==> config.mk <==
export PLATFORM = sky130hd
export DESIGN_NAME = sr_latch_driver
export DESIGN_NICKNAME = d
export VERILOG_FILES = /design/src/rtl/sr_latch_driver.sv
export SDC_FILE = /design/constraint.sdc
export NUM_CORES = 1
export LEC_CHECK = 0
export BUFFER_PORTS_ARGS = -buffer_cell sky130_fd_sc_hd__buf_2
export CAP_MARGIN = 30
export CORE_ASPECT_RATIO = 1.4
export CORE_MARGIN = 10
export CORE_UTILIZATION = 49
export DETAILED_ROUTE_END_ITERATION = 7
export PLACE_DENSITY = 0.72
export SLEW_MARGIN = 20
export SYNTH_ARGS = -nofsm -noshare
export SYNTH_HDL_FRONTEND = slang
export SYNTH_SLANG_ARGS = --single-unit
==> constraint.sdc <==
create_clock -name clk -period 1.8 [get_ports clk]
set_input_delay 0.36 -clock clk [delete_from_list [all_inputs] [get_ports clk]]
set_output_delay 0.36 -clock clk [all_outputs]
set_load 0.02 [all_outputs]
==> src/rtl/sr_latch_driver.sv <==
// sr_latch_driver: sequences E/S/R of a gated SR NAND latch per command,
// samples Q/Qn, checks them against a tracked expected state and reports
// pass/fail per command.
// Optional macro SR_DRV_STICKY_ERR_EN adds sticky_err: the first failure
// blocks further commands until rst.
module sr_latch_driver #(
    parameter int unsigned HOLD_CYCLES   = 1,
    parameter int unsigned SETTLE_CYCLES = 2,
    parameter int unsigned CNT_W         = 4
) (
    input  logic       clk,
    input  logic       rst,
    input  logic       cmd_valid,
    input  logic [1:0] cmd_op,
    output logic       cmd_ready,
    output logic       latch_e,
    output logic       latch_s,
    output logic       latch_r,
    input  logic       q_in,
    input  logic       qn_in,
    output logic       rsp_valid,
    output logic       rsp_pass,
    output logic       rsp_q,
    output logic [7:0] err_count
`ifdef SR_DRV_STICKY_ERR_EN
    ,
    output logic       sticky_err
`endif
);

    typedef enum logic [2:0] {
        IDLE,
        APPLY,
        RECOVER,
        SETTLE,
        RESP
    } state_t;

    localparam logic [CNT_W-1:0] HOLD_LOAD   = CNT_W'(HOLD_CYCLES - 1);
    localparam logic [CNT_W-1:0] SETTLE_LOAD = CNT_W'(SETTLE_CYCLES - 1);

    state_t           state;
    logic [CNT_W-1:0] cnt;
    logic [1:0]       op;
    logic             exp_valid;
    logic             exp_q;
    logic             chk1;
    logic             blocked;
    logic             settle_pass;

    // {E, S, R} driven during the apply phase for each opcode
    function automatic logic [2:0] apply_drive(input logic [1:0] o);
        case (o)
            2'b01:   apply_drive = 3'b110;
            2'b10:   apply_drive = 3'b101;
            2'b11:   apply_drive = 3'b111;
            default: apply_drive = 3'b000;
        endcase
    endfunction

`ifdef SR_DRV_STICKY_ERR_EN
    assign blocked = sticky_err;
`else
    assign blocked = 1'b0;
`endif

    assign cmd_ready = (state == IDLE) && !blocked;

    // Check of the settle sample against the expected value for the current op
    always_comb begin
        settle_pass = 1'b0;
        case (op)
            2'b01: settle_pass = q_in && !qn_in;
            2'b10: settle_pass = !q_in && qn_in;
            2'b11: settle_pass = chk1 && !q_in && qn_in;
            default: begin
                if (exp_valid)
                    settle_pass = (q_in == exp_q) && (qn_in == !exp_q);
                else
                    settle_pass = (q_in != qn_in);
            end
        endcase
    end

    // Command FSM with registered latch drive and response outputs
    always_ff @(posedge clk) begin
        if (rst) begin
            state     <= IDLE;
            cnt       <= '0;
            op        <= '0;
            exp_valid <= 1'b0;
            exp_q     <= 1'b0;
            chk1      <= 1'b0;
            latch_e   <= 1'b0;
            latch_s   <= 1'b0;
            latch_r   <= 1'b0;
            rsp_valid <= 1'b0;
            rsp_pass  <= 1'b0;
            rsp_q     <= 1'b0;
            err_count <= '0;
`ifdef SR_DRV_STICKY_ERR_EN
            sticky_err <= 1'b0;
`endif
        end else begin
            case (state)
                IDLE: begin
                    if (cmd_valid && cmd_ready) begin
                        op    <= cmd_op;
                        cnt   <= HOLD_LOAD;
                        state <= APPLY;
                        {latch_e, latch_s, latch_r} <= apply_drive(cmd_op);
                    end
                end
                APPLY: begin
                    if (cnt == '0) begin
                        if (op == 2'b11) begin
                            // Both outputs must be high while S=R=1; then
                            // release through reset so the latch ends defined.
                            chk1  <= q_in && qn_in;
                            exp_q <= 1'b0;
                            cnt   <= HOLD_LOAD;
                            state <= RECOVER;
                            {latch_e, latch_s, latch_r} <= 3'b101;
                        end else begin
                            cnt   <= SETTLE_LOAD;
                            state <= SETTLE;
                            {latch_e, latch_s, latch_r} <= 3'b000;
                        end
                    end else begin
                        cnt <= cnt - 1'b1;
                    end
                end
                RECOVER: begin
                    if (cnt == '0) begin
                        cnt   <= SETTLE_LOAD;
                        state <= SETTLE;
                        {latch_e, latch_s, latch_r} <= 3'b000;
                    end else begin
                        cnt <= cnt - 1'b1;
                    end
                end
                SETTLE: begin
                    if (cnt == '0) begin
                        state     <= RESP;
                        rsp_valid <= 1'b1;
                        rsp_pass  <= settle_pass;
                        rsp_q     <= q_in;
                        if (!settle_pass) begin
                            if (err_count != 8'hFF)
                                err_count <= err_count + 8'd1;
`ifdef SR_DRV_STICKY_ERR_EN
                            sticky_err <= 1'b1;
`endif
                        end
                        case (op)
                            2'b01: begin
                                exp_q     <= 1'b1;
                                exp_valid <= 1'b1;
                            end
                            2'b10, 2'b11: begin
                                exp_q     <= 1'b0;
                                exp_valid <= 1'b1;
                            end
                            default: ;
                        endcase
                    end else begin
                        cnt <= cnt - 1'b1;
                    end
                end
                RESP: begin
                    rsp_valid <= 1'b0;
                    state     <= IDLE;
                end
                default: begin
                    state <= IDLE;
                    {latch_e, latch_s, latch_r} <= 3'b000;
                end
            endcase
        end
    end

endmodule
==> results.md <==
- The final net count is 220.
- The flow ran to the end, but the final reports show violations.
- The total half-perimeter wirelength after legalization and detailed placement is around 2.6 mm.
- The total die area is 0.005277 sq mm.
- Among all cell types in the netlist, the one instantiated most often is dfxtp_1.
- The kind of start point of the critical path is a flip-flop.
- In this run the critical register-to-register path is launched from cnt[1].
- Buffers placed on the I/O ports in this run total 21.
- The number of maximum-capacitance constraint violations is 0.
- The minimum clock period after layout is between 1.5 and 2 ns.
- The clock root buffer master is clkbuf_4.
- Sorting the synthesized cells by area gives the leading types as dfxtp_1 (39%), a21oi_1 (5.6%), nor2_1 (5.0%).
- The clock reaches the later pin of the worst-skew pair after 0.32 ns.
- The final cell count without fillers is 243.
- Once layout is complete, the utilization of the core stands at between 60% and 70%.
- The maximum clock frequency is 514.0 MHz.
- The worst slew margin relative to its limit is between 70% and 80%.
- Measured along the x axis, the die boundary spans 64.32 um.
- The post-route clock skew is 0.001559 ns.
- The count of hold-fix buffers inserted at cts is 0.
- The top-area cell type share of the netlist area is between 30% and 40%.
- For this design the static power due to leakage is approximately 0.00076 uW.
- In this run the number of H-tree levels came out at 1.
- Of the cells placed in the final design, the portion with a size suffix greater than 1 is 35.27%.
- Setup repair after global routing could not meet its margin everywhere.
- Compared with the post-synthesis result, the final layout area differs by 32.59%.
- The number of inserted filler cells in the final layout is about 230.
- Row generation in the floorplan step produced 22 rows.
- TritonCTS built the clock tree.
- The worst hold-check slack is 0.2845 ns.
- Synthesis produced a netlist whose cell count is 163.
- The critical path endpoint category is a flip-flop.
- The via count of the first global-routing pass is 1369.
- In this run, placement finished with an instance count of 234.
- The commonest cells after synthesis are dfxtp_1 (26), nor2_1 (18), a21oi_1 (15), nand2_1 (12), o21ai_0 (10).
- The wire length reported by the detailed router is approximately 3.6 mm.
- The number of cells on the worst hold path is 3.
- Walking the worst path, the cells encountered are inv_2 -> ha_4 -> nor3b_4 -> o2111ai_2 -> a211o_4 -> buf_6 -> or4_1 -> a21oi_1.
- Along the worst path, the maximum fanout reaches 6.
- The synthesized netlist net count is 175.
- In the global route stage, overall resource usage came out at 13.95%.
- The congestion estimate from routability-driven global placement came to 0.9076.
- For this run, the detailed router's first-pass iteration total came to 4.
- STA puts the critical path data required time at 2.07 ns.
- The post-synthesis cell type with the largest combined area is dfxtp_1.
- For this run, asynchronously set or reset flops after synthesis account for 0%.
- The prevailing post-synth register cell is dfxtp_1.
- Once routing completed, OpenROAD measured the worst setup slack at -0.1456 ns.
- The detail route stage leaves a number of antenna-violating nets equal to 0.
- The checks that failed: setup timing.
- Once the floorplan was initialized, standard cells occupied 50.99% of the core.
- The final count of negative-setup-slack endpoints is 10.
- The tree built by TritonCTS fans out to 26 sinks.
- The initial antenna violation count is 0.
- The number of design-rule violations left by the first detailed-router iteration is 65.
- The via count is 1331.
- The CTS clock-pin slew for the worst setup and hold paths is 0.15 ns.
- After synthesis, the netlist uses 40 different library cells.
- The detail-routed via count per cell is 5.477.
- The worst ir drop on vdd is 0.7397 mV.
- The antenna diode count is 0.
- The synthesized design contains 0 enable-type register cells.
- For this run, the slowest stage of the critical path takes 0.39 ns.
- The area of the mapped netlist is 0.001348 sq mm.
- The DRC violation count after routing is 0.
- The core area is about 0.0026 sq mm.
- The die boundary height is 82.05 um.
- The classification of the worst setup path is flip-flop to flip-flop.
- The first global-routing pass estimated approximately 6.0 mm of wire.
- Before CTS, the worst setup slack after placement is -0.1684 ns.
- The Yosys step of the flow raised 0 warnings.
- After synthesis, flip-flops and latches occupy 38.63% of the total area.
- The slowest stage cell on the critical path is or4_1.
- The worst hold path belongs to the class input port to flip-flop.
- Of the available clock period, the critical path in the final layout requires 108.1%.
- Entering global routing, the biggest net connects 16 pins.
- The flip-flop and latch count after synthesis is 26.
- The critical path arrival is between 2 and 2.5 ns.
- The internal reg-to-reg setup slack is -0.15 ns.
- The path with the worst hold slack has its endpoint at op[1].
- The number of clock buffers added by TritonCTS is 3.
- Summed over all layers, the global routing overflow is 0.
- The average instance in the mapped netlist occupies 8.267 sq um.
- The clock passes through at most 2 buffers.
- The endpoint identified for the worst register-to-register timing path is err_count[7].
- Dividing the detail-routed wire length by the instance count gives 14.74 um.
- For the pin with the worst max-slew slack, the measured transition is 0.3814 ns.
- The startpoint of the lowest-slack hold path is cmd_op[1].
- The number of max-slew violations in the final report was 0.
- The power per unit of standard cell area is 1432 mW/mm^2.
- The worst reg2reg path depth is 8.
- The final number of hold-violating endpoints is 0.
- The number of top-level pins is 22.
placed cells by master, fill, tap and decap left out, types with 4 or more instances in the layout:
cell,netlist,routed
buf_4,0,29
dfxtp_1,26,23
buf_2,1,20
nor2_1,18,18
a21oi_1,15,14
nand2_1,12,11
o21ai_0,10,9
inv_1,9,7
nor3_1,5,5
nand3_1,5,5
mux2i_1,5,5
ha_1,5,4
routing by layer:
layer  wire length, um  GRT usage (%)  share of wire [%]  vias up
met5                 0              0                  0        -
met4                24          6.438               0.67        0
met3               167          3.270                4.7        2
met2              1902          25.99                 53       39
met1              1486          14.42                 41      624
li1                  -              -                  -      666
through the flow:
stage	setup TNS (ns)	area [sq um]	power, uW
after floorplan	-0.08618	1351	1526
final	-0.5431	1787	2558
after detailed placement	-1.564	1628	1983
after global routing	-1.502	1787	2736
after CTS	-1.011	1735	2474
after global placement	-0.8545	1628	1927
how the worst max path moves through the flow:
| stage | startpoint | end | slack [ns] | depth (start not counted) |
|---|---|---|---|---|
| after CTS | cnt[1] | err_count[7] | -0.21 | 8 |
| after global placement | qn_in | err_count[5] | -0.11 | 7 |
| final | cnt[1] | err_count[7] | -0.15 | 8 |
| after detailed placement | cnt[1] | err_count[2] | -0.17 | 7 |
| after floorplan | cnt[1] | err_count[2] | -0.04 | 7 |
| after global routing | cnt[1] | err_count[7] | -0.22 | 8 |
cell families (layout without fill, tap and decap cells):
| kind of cell | after synthesis | count (layout) | synth area share (%) |
|---|---|---|---|
| AND/OR/NAND/NOR | 63 | 63 | 25.44 |
| multiplexers | 5 | 5 | 3.714 |
| flip-flops | 26 | 26 | 38.63 |
| AO/OA/AOI/OAI | 42 | 42 | 19.13 |
| buffers and inverters | 19 | 63 | 6.498 |
| adder cells (fa/ha/maj) | 5 | 5 | 4.643 |
| XOR/XNOR | 3 | 3 | 1.950 |
critical path: cells and delay by family (launching register included):
family          cells  cell delay, ns
fa+ha+maj           1            0.14
simple gates        2            0.60
flops               1            0.36
buf+inv             2            0.21
compound gates      3            0.58
state kept, by name (all words and copies together) (netlist names):
register,count
err_count,8
cnt,4
state,3
op,2
chk1,1
exp_q,1
exp_valid,1
latch_e,1
latch_r,1
latch_s,1
rsp_pass,1
rsp_q,1
rsp_valid,1
power breakdown:
group	leakage (uW)	switching, uW	internal [uW]
logic	0.000518	697	652
registers	0.000212	109	695
clock network	0.0000279	180	225
what timing repair did:
action                     in CTS  in global routing
resized for setup               9                 10
buffers inserted                3                  2
setup endpoints to repair      13                 15
pin swaps                       8                  5
layout make-up:
| type | instances | area, sq um | share of cell area [%] |
|---|---|---|---|
| clock inverter | 1 | 30.03 | 1.681 |
| timing repair buffer | 50 | 329.1 | 18.42 |
| multi-input combinational | 118 | 802.0 | 44.89 |
| clock buffer | 3 | 22.52 | 1.261 |
| tap | 36 | 45.04 | 2.521 |
| sequential | 26 | 524.3 | 29.34 |
| inverter | 9 | 33.78 | 1.891 |
No activity file was read; power rests on OpenSTA's default activity.
